### config.mk
export PLATFORM = sky130hd
export DESIGN_NAME = imem_boot_loader
export DESIGN_NICKNAME = d
export VERILOG_FILES = /design/src/rtl/mips_pkg.sv /design/src/rtl/byte_packer.sv /design/src/rtl/imem_boot_loader.sv
export SDC_FILE = /design/constraint.sdc
export NUM_CORES = 1
export LEC_CHECK = 0
export BUFFER_PORTS_ARGS = -buffer_cell sky130_fd_sc_hd__buf_2
export CAP_MARGIN = 40
export CELL_PAD_IN_SITES_DETAIL_PLACEMENT = 2
export CELL_PAD_IN_SITES_GLOBAL_PLACEMENT = 2
export CORE_ASPECT_RATIO = 1.2
export CORE_MARGIN = 3
export CORE_UTILIZATION = 32
export DETAILED_ROUTE_END_ITERATION = 8
export GPL_TIMING_DRIVEN = 0
export PLACE_DENSITY = 0.78
export SETUP_SLACK_MARGIN = 0.2
export SLEW_MARGIN = 30
export SYNTH_ARGS = -nofsm -noshare
export SYNTH_HDL_FRONTEND = slang
export SYNTH_SLANG_ARGS = --single-unit
### constraint.sdc
create_clock -name clk -period 2.2 [get_ports clk]
set_input_delay 0.55 -clock clk [delete_from_list [all_inputs] [get_ports clk]]
set_output_delay 0.55 -clock clk [all_outputs]
set_load 0.02 [all_outputs]
### src/rtl/mips_pkg.sv
// Shared widths and loader state encoding for the MIPS instruction-memory boot loader.
package mips_pkg;

    localparam int unsigned WORD_W     = 32;
    localparam int unsigned BYTE_W     = 8;
    localparam int unsigned LEN_W      = 16;
    localparam int unsigned WORD_SHIFT = 2;

    typedef enum logic [2:0] {
        StIdle,
        StLenHi,
        StLenLo,
        StLoad,
        StCheck,
        StFlush,
        StDone,
        StErr
    } loader_state_e;

endpackage

### src/rtl/byte_packer.sv
// Big-endian byte-to-word packer: three bytes are held, the fourth completes the word
// combinationally so the consumer can register it on the same edge.
module byte_packer
    import mips_pkg::*;
(
    input  logic              clk,
    input  logic              rst_n,
    input  logic              clear,
    input  logic [BYTE_W-1:0] byte_in,
    input  logic              byte_en,
    output logic [WORD_W-1:0] word,
    output logic              word_valid
);

    logic [WORD_W-BYTE_W-1:0] r_shift;
    logic [1:0]               r_cnt;

    assign word       = {r_shift, byte_in};
    assign word_valid = byte_en && (r_cnt == 2'd3);

    always_ff @(posedge clk) begin
        if (!rst_n || clear) begin
            r_shift <= '0;
            r_cnt   <= 2'd0;
        end else if (byte_en) begin
            r_shift <= {r_shift[WORD_W-2*BYTE_W-1:0], byte_in};
            r_cnt   <= r_cnt + 2'd1;
        end
    end

endmodule

### src/rtl/imem_boot_loader.sv
// Boot loader: receives a length-prefixed byte frame, writes instruction words into imem,
// then releases the core. IMEM_LOADER_CHECKSUM_EN adds a trailing XOR checksum byte.
module imem_boot_loader
    import mips_pkg::*;
#(
    parameter int unsigned ADDR_W    = 8,
    parameter int unsigned MAX_WORDS = 256
) (
    input  logic              clk,
    input  logic              rst_n,
    input  logic              start,
    input  logic [BYTE_W-1:0] rx_data,
    input  logic              rx_valid,
    output logic              rx_ready,
    output logic              im_we,
    output logic [WORD_W-1:0] im_addr,
    output logic [WORD_W-1:0] im_wdata,
    output logic              cpu_run,
    output logic              busy,
    output logic              done,
    output logic              err,
    output logic [ADDR_W:0]   words_loaded
);

    localparam logic [LEN_W-1:0] MaxLen = LEN_W'(MAX_WORDS);

    loader_state_e     r_state;
    logic [BYTE_W-1:0] r_len_hi;
    logic [LEN_W-1:0]  r_len;
    logic [ADDR_W:0]   r_words;
    logic              r_we;
    logic [WORD_W-1:0] r_addr;
    logic [WORD_W-1:0] r_wdata;
    logic              r_run;
    logic              r_busy;
    logic              r_done;
    logic              r_err;
`ifdef IMEM_LOADER_CHECKSUM_EN
    logic [BYTE_W-1:0] r_csum;
`endif

    logic              w_rx_ready;
    logic              w_xfer;
    logic              w_start_ok;
    logic              w_byte_en;
    logic              w_word_valid;
    logic              w_last_word;
    logic [WORD_W-1:0] w_word;
    logic [LEN_W-1:0]  w_len;

    assign w_rx_ready  = r_state inside {StLenHi, StLenLo, StLoad, StCheck};
    assign w_xfer      = rx_valid && w_rx_ready;
    assign w_start_ok  = start && (r_state inside {StIdle, StDone, StErr});
    assign w_byte_en   = w_xfer && (r_state == StLoad);
    assign w_len       = {r_len_hi, rx_data};
    assign w_last_word = (LEN_W'(r_words + 1'b1) == r_len);

    byte_packer u_packer (
        .clk        (clk),
        .rst_n      (rst_n),
        .clear      (w_start_ok),
        .byte_in    (rx_data),
        .byte_en    (w_byte_en),
        .word       (w_word),
        .word_valid (w_word_valid)
    );

    always_ff @(posedge clk) begin
        if (!rst_n) begin
            r_state  <= StIdle;
            r_len_hi <= '0;
            r_len    <= '0;
            r_words  <= '0;
            r_we     <= 1'b0;
            r_addr   <= '0;
            r_wdata  <= '0;
            r_run    <= 1'b0;
            r_busy   <= 1'b0;
            r_done   <= 1'b0;
            r_err    <= 1'b0;
`ifdef IMEM_LOADER_CHECKSUM_EN
            r_csum   <= '0;
`endif
        end else begin
            r_we <= 1'b0;
            case (r_state)
                StIdle, StDone, StErr: begin
                    if (start) begin
                        r_state <= StLenHi;
                        r_busy  <= 1'b1;
                        r_done  <= 1'b0;
                        r_err   <= 1'b0;
                        r_run   <= 1'b0;
                        r_words <= '0;
                        r_len   <= '0;
`ifdef IMEM_LOADER_CHECKSUM_EN
                        r_csum  <= '0;
`endif
                    end
                end
                StLenHi: begin
                    if (w_xfer) begin
                        r_len_hi <= rx_data;
                        r_state  <= StLenLo;
                    end
                end
                StLenLo: begin
                    if (w_xfer) begin
                        r_len <= w_len;
                        if (w_len == '0 || w_len > MaxLen) begin
                            r_state <= StErr;
                            r_busy  <= 1'b0;
                            r_err   <= 1'b0 | 1'b1;
                        end else begin
                            r_state <= StLoad;
                        end
                    end
                end
                StLoad: begin
                    if (w_xfer) begin
`ifdef IMEM_LOADER_CHECKSUM_EN
                        r_csum <= r_csum ^ rx_data;
`endif
                        if (w_word_valid) begin
                            r_we    <= 1'b1;
                            r_wdata <= w_word;
                            r_addr  <= WORD_W'(r_words) << WORD_SHIFT;
                            r_words <= r_words + 1'b1;
                            // The write cycle doubles as FLUSH (or CHECK) so cpu_run follows it.
                            if (w_last_word) begin
`ifdef IMEM_LOADER_CHECKSUM_EN
                                r_state <= StCheck;
`else
                                r_state <= StFlush;
`endif
                            end
                        end
                    end
                end
`ifdef IMEM_LOADER_CHECKSUM_EN
                StCheck: begin
                    if (w_xfer) begin
                        if (rx_data == r_csum) begin
                            r_state <= StFlush;
                        end else begin
                            r_state <= StErr;
                            r_busy  <= 1'b0;
                            r_err   <= 1'b1;
                        end
                    end
                end
`endif
                StFlush: begin
                    r_state <= StDone;
                    r_busy  <= 1'b0;
                    r_done  <= 1'b1;
                    r_run   <= 1'b1;
                end
                default: begin
                    r_state <= StIdle;
                    r_busy  <= 1'b0;
                end
            endcase
        end
    end

    assign rx_ready     = w_rx_ready;
    assign im_we        = r_we;
    assign im_addr      = r_addr;
    assign im_wdata     = r_wdata;
    assign cpu_run      = r_run;
    assign busy         = r_busy;
    assign done         = r_done;
    assign err          = r_err;
    assign words_loaded = r_words;

endmodule

==> out/qor.yml, run 1 <==
status: "finished, final reports clean"
r2r_cells: 7
grt_usage_pct: 19.6
syn-cell-area_mm2: 0.00468
numCtsBuffers: 9
areaGrowthSynthToFinish_pct: 23.2
crit_start: "words_loaded[2]"
yosys-top-cells-area: "dfxtp_1 (46%), nand2_1 (14%), a21boi_0 (7.5%)"
setup_tns_ns: 0
ioPinCount: 91
syn_avg_cell_area_um2: 8.03
synth.largest_area_cell: "dfxtp_1"
endpoint: "r_state[1]"
path_clk_slew_ns: 0.08
drv_slew: 0
period_needed_ns: 2.08
muxShareOfSynthArea_pct: 1.71
nNetsFinal: 706
max_freq_ghz: 0.480
slew_headroom_pct: 63.0
finalWorstSetupSlack_ns: 0.116
reg2reg_setup_slack_ns: 0.12
intPower_mw: 3.20
tightest_slew_ns: 0.555
p_leak_nw: 2.24
gp_congestion: 0.809
combPwrFrac_pct: 18.3
path_max_fanout: 10
die_area_mm2: 0.0161
fin_worst_skew_ns: 0.00670
routed_wl_um: 15600
synth_top_area_share_pct: 45.8
dp_hpwl_um: 11400
clkPwrFrac_pct: 37.5
cts_root_buffer: "clkbuf_16"
port_buffers: 65
tritoncts: "built"
drtIter0Drc: 155
grt_max_degree: 21
synth_compound_area_share_pct: 18.2
routedWlPerCell_um: 18.0
required_ns: 2.45
final_cell_mix: "nand2_1 (174), dfxtp_1 (105), buf_2 (79)"
yosys.area_share.simple_pct: 23.4
r2r_end: "r_state[1]"
async_reset_ff_share_pct: 0
period_share_pct: 94.7
fp.dieH_um: 138
grt_pass1_wl_um: 25100
synth-seq-cells: 107
syn_inst: 583
coreArea_mm2: 0.0141
synth_xor_area_share_pct: 2.25
num_rows: 47
whs_ns: 0.457
endpoint_kind: "flip-flop"
cts.sinks: 107
start_util_pct: 33.3
finalSetupViolCount: 0
stdcell_area_mm2: 0.00577
vias: 4402
hp-class: "flip-flop to flip-flop"
grt_pass1_vias: 4796
drc: 0
layout_commonest_cell: "nand2_1"
arrival_ns: 2.33
synth_flop_cell: "dfxtp_1"
reg2reg_from: "words_loaded[2]"
seq_area_frac_synth_pct: 45.8
holdBufCountCts: 0
start_kind: "flip-flop"
cts_buffer_depth: 2
synthAdderAreaFrac_pct: 0.535
synth_edf_count: 0
ant_nets: 0
cellPowerDensity_mw_per_mm2: 800
p_switching_mw: 1.41
pre_cts_ws_ns: -0.139
hold_violations: 0
peakVddDrop_mv: 0.377
switching_share_pct: 30.5
dr.pass1.iters: 4
synth_top_family_by_area: "simple AND/OR/NAND/NOR gates"
grt_setup_unrepaired: "yes"
p_seq_share_pct: 44.2
fin_util_pct: 41.0
placed_area_mm2: 0.00530
drive_above_1_share_pct: 22.1
n_antenna_cell: 0
grt_overflow_total: 0
crit_type: "flip-flop to flip-flop"
synth_cell_type_count: 49
die_w_um: 116
antenna_found_initial: 0
htree_levels: 3
maxCapViolations: 0
clk_latency_ns: 0.35
num-fill-cells: 1644
yosys_warnings: 0
vias_per_cell: 5.07
==> cell type report <==
type / count / area, um2 / share of cell area (%)
Multi-Input combinational cell: 429 / 2280 / 39.6
Sequential cell: 107 / 2150 / 37.3
Timing Repair Buffer: 76 / 405 / 7.03
Buffer: 64 / 380 / 6.60
Clock buffer: 9 / 225 / 3.91
Tap cell: 171 / 214 / 3.71
Clock inverter: 7 / 88.8 / 1.54
Inverter: 5 / 18.8 / 0.326
==> per-layer routing <==
layer | vias up | global-route usage, % | part of all wire, %
li1 | 2126 | - | -
met1 | 2156 | 24.1 | 42
met2 | 97 | 34.9 | 53
met3 | 23 | 2.71 | 3.2
met4 | 0 | 6.29 | 1.9
met5 | - | 0 | 0
==> state kept, by name, summed over array words and instances, names as in the netlist <==
name	cells
im_addr	9
im_we	1
r_len	16
r_state	3
im_wdata	32
done	1
u_packer.r_cnt	2
busy	1
words_loaded	9
r_len_hi	8
u_packer.r_shift	24
err	1
==> stage by stage <==
step	power (mW)	instances
final	4.61	868
after global placement	2.80	841
after floorplan	2.60	605
after detailed placement	2.83	841
after global routing	4.83	868
after CTS	4.61	862
==> cells in the mapped netlist (all sizes together) (2+ instances only) <==
| master | number |
|---|---|
| clkbuf | 18 |
| nor3 | 10 |
| and3 | 4 |
| a21oi | 52 |
| inv | 5 |
| nor2b | 17 |
| nand2b | 3 |
| ha | 2 |
| a22oi | 3 |
| a311oi | 2 |
| buf | 46 |
| nor3b | 3 |
| xnor2 | 8 |
| a21boi | 48 |
| mux2i | 8 |
| dfxtp | 107 |
| xor2 | 4 |
| a31oi | 2 |
| a211oi | 3 |
| nand2 | 175 |
| nor2 | 14 |
| nand3 | 15 |
| nand4 | 2 |
| o21ai | 10 |
| nor4 | 5 |
| o31ai | 2 |
==> power groups by stage <==
stage | clock (mW) | combinational, mW | sequential (mW)
after global placement | 0 | 0.721 | 2.08
after floorplan | 0 | 0.524 | 2.08
after detailed placement | 0 | 0.749 | 2.08
final | 1.73 | 0.842 | 2.04
after CTS | 1.78 | 0.789 | 2.04
after global routing | 1.86 | 0.916 | 2.05
==> critical path, cell delays in order, from the launching register on <==
cell and delay, ns:
dfxtp_1 0.33, buf_2 0.21, nand4_1 0.23, nor3_1 0.23, a211oi_1 0.11, a211oi_1 0.40, o2111ai_2 0.20, a31o_1 0.26
==> cells by family after synthesis <==
group / Yosys count
mux: 8
other cells: 1
xor+xnor: 12
flops: 107
buf+inv: 69
fa+ha+maj: 2
simple gates: 253
compound gates: 131
==> what timing repair did <==
action / in CTS / in global routing
setup endpoints to repair: 58 / 72
pin swaps: 2 / 3
buffers inserted: 5 / 5
resized for setup: 14 / 15
==> worst min path at each step <==
stage	from	end	slack [ns]	depth (start not counted)
after floorplan	r_len[14]	r_len[14]	0.43	2
after global placement	r_len[11]	r_len[11]	0.44	2
after detailed placement	r_len[12]	r_len[12]	0.45	2
after CTS	r_len[12]	r_len[12]	0.46	2
after global routing	r_len[14]	r_len[14]	0.49	2
final	r_len[10]	r_len[10]	0.46	2
Note: power is estimated with default switching activity, not from simulation.
==> run 2: changes to the inputs <==
--- a/config.mk
+++ b/config.mk
@@ -15,5 +15,5 @@
 export DETAILED_ROUTE_END_ITERATION = 8
 export GPL_TIMING_DRIVEN = 0
-export PLACE_DENSITY = 0.78
+export PLACE_DENSITY_LB_ADDON = 0.3
 export SETUP_SLACK_MARGIN = 0.2
 export SLEW_MARGIN = 30
==> constraint.sdc (replaced) <==
create_clock -name clk -period 2.2 [get_ports clk]
set_input_delay 0.22 -clock clk [delete_from_list [all_inputs] [get_ports clk]]
set_output_delay 0.22 -clock clk [all_outputs]
set_load 0.02 [all_outputs]
==> run 2 against run 1 <==
Against the previous run: routed wire length up 2.9%; largest power group unchanged; maximum frequency up 5.1%; clock skew down 0.0011 ns; setup slack better by 0.10 ns; combinational power down 1%; cell count down 0.35%; power down 1.6%; clock power down 3%; critical endpoint unchanged.
==> out/qor.yml, run 2 (same netlist as run 1, synthesis figures left out) <==
htree_levels: 3  # unchanged
crit_start: "r_state[2]"
die_w_um: 116  # unchanged
die_area_mm2: 0.0161  # unchanged
reg2reg_setup_slack_ns: 0.22  # +0.10 ns
tightest_slew_ns: 0.612  # +0.0569 ns
slew_headroom_pct: 59.2  # -3.8 points
clk_latency_ns: 0.35  # about the same
grt_max_degree: 19  # -9.5%
dp_hpwl_um: 11400  # about the same
coreArea_mm2: 0.0141  # unchanged
max_freq_ghz: 0.504  # +5.1%
start_util_pct: 33.3  # unchanged
cellPowerDensity_mw_per_mm2: 791  # -1.1%
grt_overflow_total: 0  # unchanged
port_buffers: 65  # unchanged
num-fill-cells: 1668  # +1.5%
fp.dieH_um: 138  # unchanged
nNetsFinal: 703  # -0.42%
peakVddDrop_mv: 0.339  # -10%
start_kind: "flip-flop"
whs_ns: 0.161  # -0.296 ns
period_share_pct: 90.1  # -4.6 points
endpoint_kind: "flip-flop"
drc: 0  # unchanged
seqCellArea_mm2: 0.00215  # unchanged
holdPathStages: 2  # unchanged
final_cell_mix: "nand2_1 (174), dfxtp_1 (105), buf_2 (78)"
vias: 4457  # +1.2%
areaGrowthSynthToFinish_pct: 22.5
largest_reg_flops: 32  # unchanged
holdBufCountCts: 0  # unchanged
grt_pass1_wl_um: 25000  # about the same
crit_type: "flip-flop to flip-flop"
arrival_ns: 2.22  # -0.11 ns
path_cells: "buf_6 > and4b_2 > nand2_4 > a2111oi_2 > and3_1 > o2111ai_1 > a31o_1"
reg2reg_from: "r_state[2]"
dr.pass1.iters: 4  # unchanged
required_ns: 2.44  # about the same
hp-class: "input pin to flip-flop"
drive_above_1_share_pct: 21.6  # -0.48 points
status: "finished, final reports clean"
fin_worst_skew_ns: 0.00564  # -0.00106 ns
ioPinCount: 91  # unchanged
n_antenna_cell: 0  # unchanged
p_leak_nw: 2.23  # -0.47%
drtIter0Drc: 177  # +14%
worst_hold_path.endpoint: "busy"
layout_commonest_cell: "nand2_1"
hold_violations: 0  # unchanged
numCtsBuffers: 9  # unchanged
hold_start: "rx_valid"
grt_pass1_vias: 4720  # -1.6%
grt_usage_pct: 19.8  # +0.15 points
num_rows: 47  # unchanged
routedWlPerCell_um: 18.6  # +3.2%
cts_buffer_depth: 2  # unchanged
routed_wl_um: 16100  # +2.9%
path_clk_slew_ns: 0.07  # about the same
cp_slowest_stage_delay_ns: 0.34  # -0.06 ns
worst_path_max_delay_cell: "and4b_2"
multiInputGateArea_mm2: 0.00229  # +0.16%
r2r_cells: 7  # unchanged
finalSetupViolCount: 0  # unchanged
setup_tns_ns: 0  # unchanged
cts_root_buffer: "clkbuf_16"
r2r_end: "r_state[1]"
vias_per_cell: 5.15  # +1.6%
ant_nets: 0  # unchanged
antenna_found_initial: 0  # unchanged
period_needed_ns: 1.98  # -0.102 ns
cts.sinks: 107  # unchanged
path_max_fanout: 7  # -3
tritoncts: "built"
drv_slew: 0  # unchanged
grt_setup_unrepaired: "yes"
gp_congestion: 0.825  # +2.0%
maxCapViolations: 0  # unchanged
-- run 2: worst max-delay path by stage --
stage	to	slack [ns]	cells past startpoint
global placement	r_state[1]	0.07	7
floorplan	r_state[1]	0.23	7
detailed placement	im_wdata[1]	0.02	7
finish	r_state[1]	0.22	7
CTS	r_state[1]	0.19	7
global route	r_state[1]	0.1	8
-- run 2: through the flow --
stage	instance area, um2	utilization (%)	power, mW	cells	worst slack, ns
after detailed placement	5300	37.7	2.83	841	0.0243
final	5740	40.8	4.54	865	0.218
after global routing	5740	40.8	4.73	865	0.0956
after CTS	5630	40.1	4.51	858	0.190
after floorplan	4760	-	2.60	605	0.233
after global placement	5300	37.7	2.80	841	0.0680
-- run 2: worst max-delay path, delay by kind of cell (launching register included) --
family / cells / cell delay, ns
and+or+nand+nor: 3 / 0.64
buffers and inverters: 1 / 0.14
AOI/OAI and AO/OA: 3 / 0.78
DFF: 1 / 0.31
-- run 2: routing by layer --
metal | track usage, % | up-vias | routed length [um]
li1 | - | 2118 | -
met1 | 23.0 | 2219 | 6730
met3 | 3.54 | 22 | 620
met2 | 35.9 | 98 | 8340
met5 | 0 | - | 0
met4 | 6.35 | 0 | 393
-- run 2: what timing repair did --
item | in CTS | in global routing
resized for setup | 13 | 14
endpoints found under the setup margin | 57 | 78
pin swaps | 2 | 3
setup buffers | 1 | 7
-- run 2: area by class of cell --
class	count	area share, %
clock buffers	9	3.93
clock inverters	7	1.33
flip-flops and latches	107	37.5
well taps	171	3.73
repair buffers	73	6.72
multi-input cells	429	39.9
inverters	5	0.327
plain buffers	64	6.61
-- run 2: power by group --
group / internal [mW] / switching, mW / total (mW)
Sequential: 1.99 / 0.0504 / 2.04
Combinational: 0.282 / 0.552 / 0.834
Clock: 0.892 / 0.775 / 1.67
Total: 3.16 / 1.38 / 4.54
==> run 3: changes to the inputs <==
- GPL_TIMING_DRIVEN: 0 -> default
==> run 3 against run 2 <==
Against the previous run: critical path depth unchanged; sequential share of layout area increased by 2.1 points; non-clock buffer count decreased by 51; cell count decreased by 5.9%; hold slack improved by 0.015 ns; highest routed layer unchanged.
==> out/qor.yml, run 3 (same netlist as run 1, synthesis figures left out) <==
cp_num_buf_inv: 0  # -1
start_kind: "flip-flop"
maxCapViolations: 0  # unchanged
gp_congestion: 0.789  # -4.4%
fin_worst_skew_ns: 0.00885  # +0.00321 ns
cp_slowest_stage_delay_ns: 0.35  # about the same
coreArea_mm2: 0.0141  # unchanged
fp.dieH_um: 138  # unchanged
grt_setup_unrepaired: "no"
areaGrowthSynthToFinish_pct: 15.9
slew_headroom_pct: 62.8  # +3.7 points
status: "finished, final reports clean"
numCtsBuffers: 9  # unchanged
crit_family: "compound AO/OA/AOI/OAI gates"
reg2reg_from: "words_loaded[0]"
tritoncts: "built"
layout_commonest_cell: "nand2_1"
largest_reg_flops: 32  # unchanged
arrival_ns: 2.14  # -0.08 ns
path_clk_slew_ns: 0.07  # about the same
antenna_found_initial: 0  # unchanged
r2r_end: "r_state[1]"
hold_start: "rx_valid"
htree_levels: 3  # unchanged
period_share_pct: 86.3  # -3.8 points
endpoint_kind: "flip-flop"
num_rows: 47  # unchanged
grt_usage_pct: 18.2  # -1.6 points
grt_overflow_total: 0  # unchanged
cts.sinks: 107  # unchanged
max_freq_ghz: 0.526  # +4.4%
r2r_cells: 7  # unchanged
drtIter0Drc: 167  # -5.6%
grt_pass1_vias: 4504  # -4.6%
dp_hpwl_um: 10000  # -12%
setup_tns_ns: 0  # unchanged
start_util_pct: 33.3  # unchanged
crit_type: "flip-flop to flip-flop"
port_buffers: 67  # +3.1%
drc: 0  # unchanged
required_ns: 2.44  # about the same
ioPinCount: 91  # unchanged
path_max_fanout: 6  # -1
finalSetupViolCount: 0  # unchanged
routedWlPerCell_um: 17.8  # -4.1%
die_w_um: 116  # unchanged
reg2reg_setup_slack_ns: 0.30  # +0.08 ns
hold_violations: 0  # unchanged
cellPowerDensity_mw_per_mm2: 803  # +1.4%
hp-class: "input pin to flip-flop"
finalWorstSetupSlack_ns: 0.300  # +0.0827 ns
path_cells: "ha_2 > nand3_2 > or3_1 > a21oi_1 > o22a_1 > o2111ai_2 > a31o_1"
n_antenna_cell: 0  # unchanged
vias_per_cell: 5.13  # -0.53%
vias: 4172  # -6.4%
pre_cts_ws_ns: 0.211  # +0.187 ns
worst_hold_path.endpoint: "busy"
grt_pass1_wl_um: 23400  # -6.5%
cts_root_buffer: "clkbuf_16"
tightest_slew_ns: 0.558  # -0.0549 ns
whs_ns: 0.175  # +0.0145 ns
drv_slew: 0  # unchanged
worst_path_max_delay_cell: "dfxtp_1"
die_area_mm2: 0.0161  # unchanged
period_needed_ns: 1.90  # -0.0827 ns
clk_latency_ns: 0.34  # about the same
final_cell_mix: "nand2_1 (174), dfxtp_1 (102), buf_2 (67)"
nNetsFinal: 652  # -7.3%
cts_buffer_depth: 2  # unchanged
peakVddDrop_mv: 0.322  # -5.0%
p_leak_nw: 2.01  # -9.6%
fin_util_pct: 38.6  # -2.2 points
dr.pass1.iters: 4  # unchanged
holdPathStages: 2  # unchanged
grt_max_degree: 52  # +33
routed_wl_um: 14500  # -9.8%
drive_above_1_share_pct: 18.0  # -3.6 points
ant_nets: 0  # unchanged
==> run 3: changes by cell type in the layout (fill, tap and decap cells not counted), moves of 3 or more <==
| cell | change |
|---|---|
| buf_2 | -11 |
| buf_4 | -16 |
| clkbuf_1 | -12 |
| clkbuf_2 | -5 |
| clkbuf_4 | -3 |
| dfxtp_1 | -3 |
| dfxtp_2 | +5 |
==> run 3: timing repair <==
action	in CTS	in global routing
hold endpoints to repair	0	0
resized for setup	3	8
hold buffers	0	0
endpoints found under the setup margin	2	2
pin swaps	0	2
setup buffers	0	0
==> run 3: worst reg2reg max path: stages, from the launching register on <==
cell	delay (ns)
dfxtp_1	0.35
ha_2	0.24
nand3_2	0.13
or3_1	0.33
a21oi_1	0.16
o22a_1	0.18
o2111ai_2	0.16
a31o_1	0.25
==> run 3: worst max path at each step <==
stage | endpoint | cells past startpoint | startpoint
global route | r_state[1] | 7 | words_loaded[0]
CTS | r_state[1] | 7 | words_loaded[0]
global placement | r_state[1] | 7 | words_loaded[0]
floorplan | r_state[1] | 7 | words_loaded[0]
detailed placement | r_state[1] | 7 | words_loaded[0]
finish | r_state[1] | 7 | words_loaded[0]
==> run 3: metrics by stage <==
stage | std cells | power, mW | area, um2
after global placement | 798 | 2.80 | 5110
after global routing | 814 | 4.59 | 5420
after detailed placement | 798 | 2.83 | 5110
final | 814 | 4.35 | 5420
after floorplan | 605 | 2.60 | 4760
after CTS | 814 | 4.42 | 5400
==> run 3: layout make-up <==
| type | instances | area (um2) |
|---|---|---|
| Fill cell | 1641 | 8630 |
| Multi-Input combinational cell | 429 | 2270 |
| Sequential cell | 107 | 2150 |
| Timing Repair Buffer | 86 | 490 |
| Clock buffer | 12 | 246 |
| Tap cell | 171 | 214 |
| Clock inverter | 4 | 33.8 |
| Inverter | 5 | 18.8 |
==> run 3: report_power, final <==
part / internal [mW] / leakage (nW) / switching (mW)
Sequential: 1.99 / 0.866 / 0.0447
Clock: 0.812 / 0.134 / 0.743
Combinational: 0.251 / 1.01 / 0.511
Total: 3.05 / 2.01 / 1.30
==> run 3: layer usage <==
layer	up-vias	global-route usage (%)	routed length (um)
li1	2015	-	-
met1	2067	21.7	6310
met2	74	33.5	7580
met3	16	2.75	436
met4	0	4.46	193
met5	-	0	0
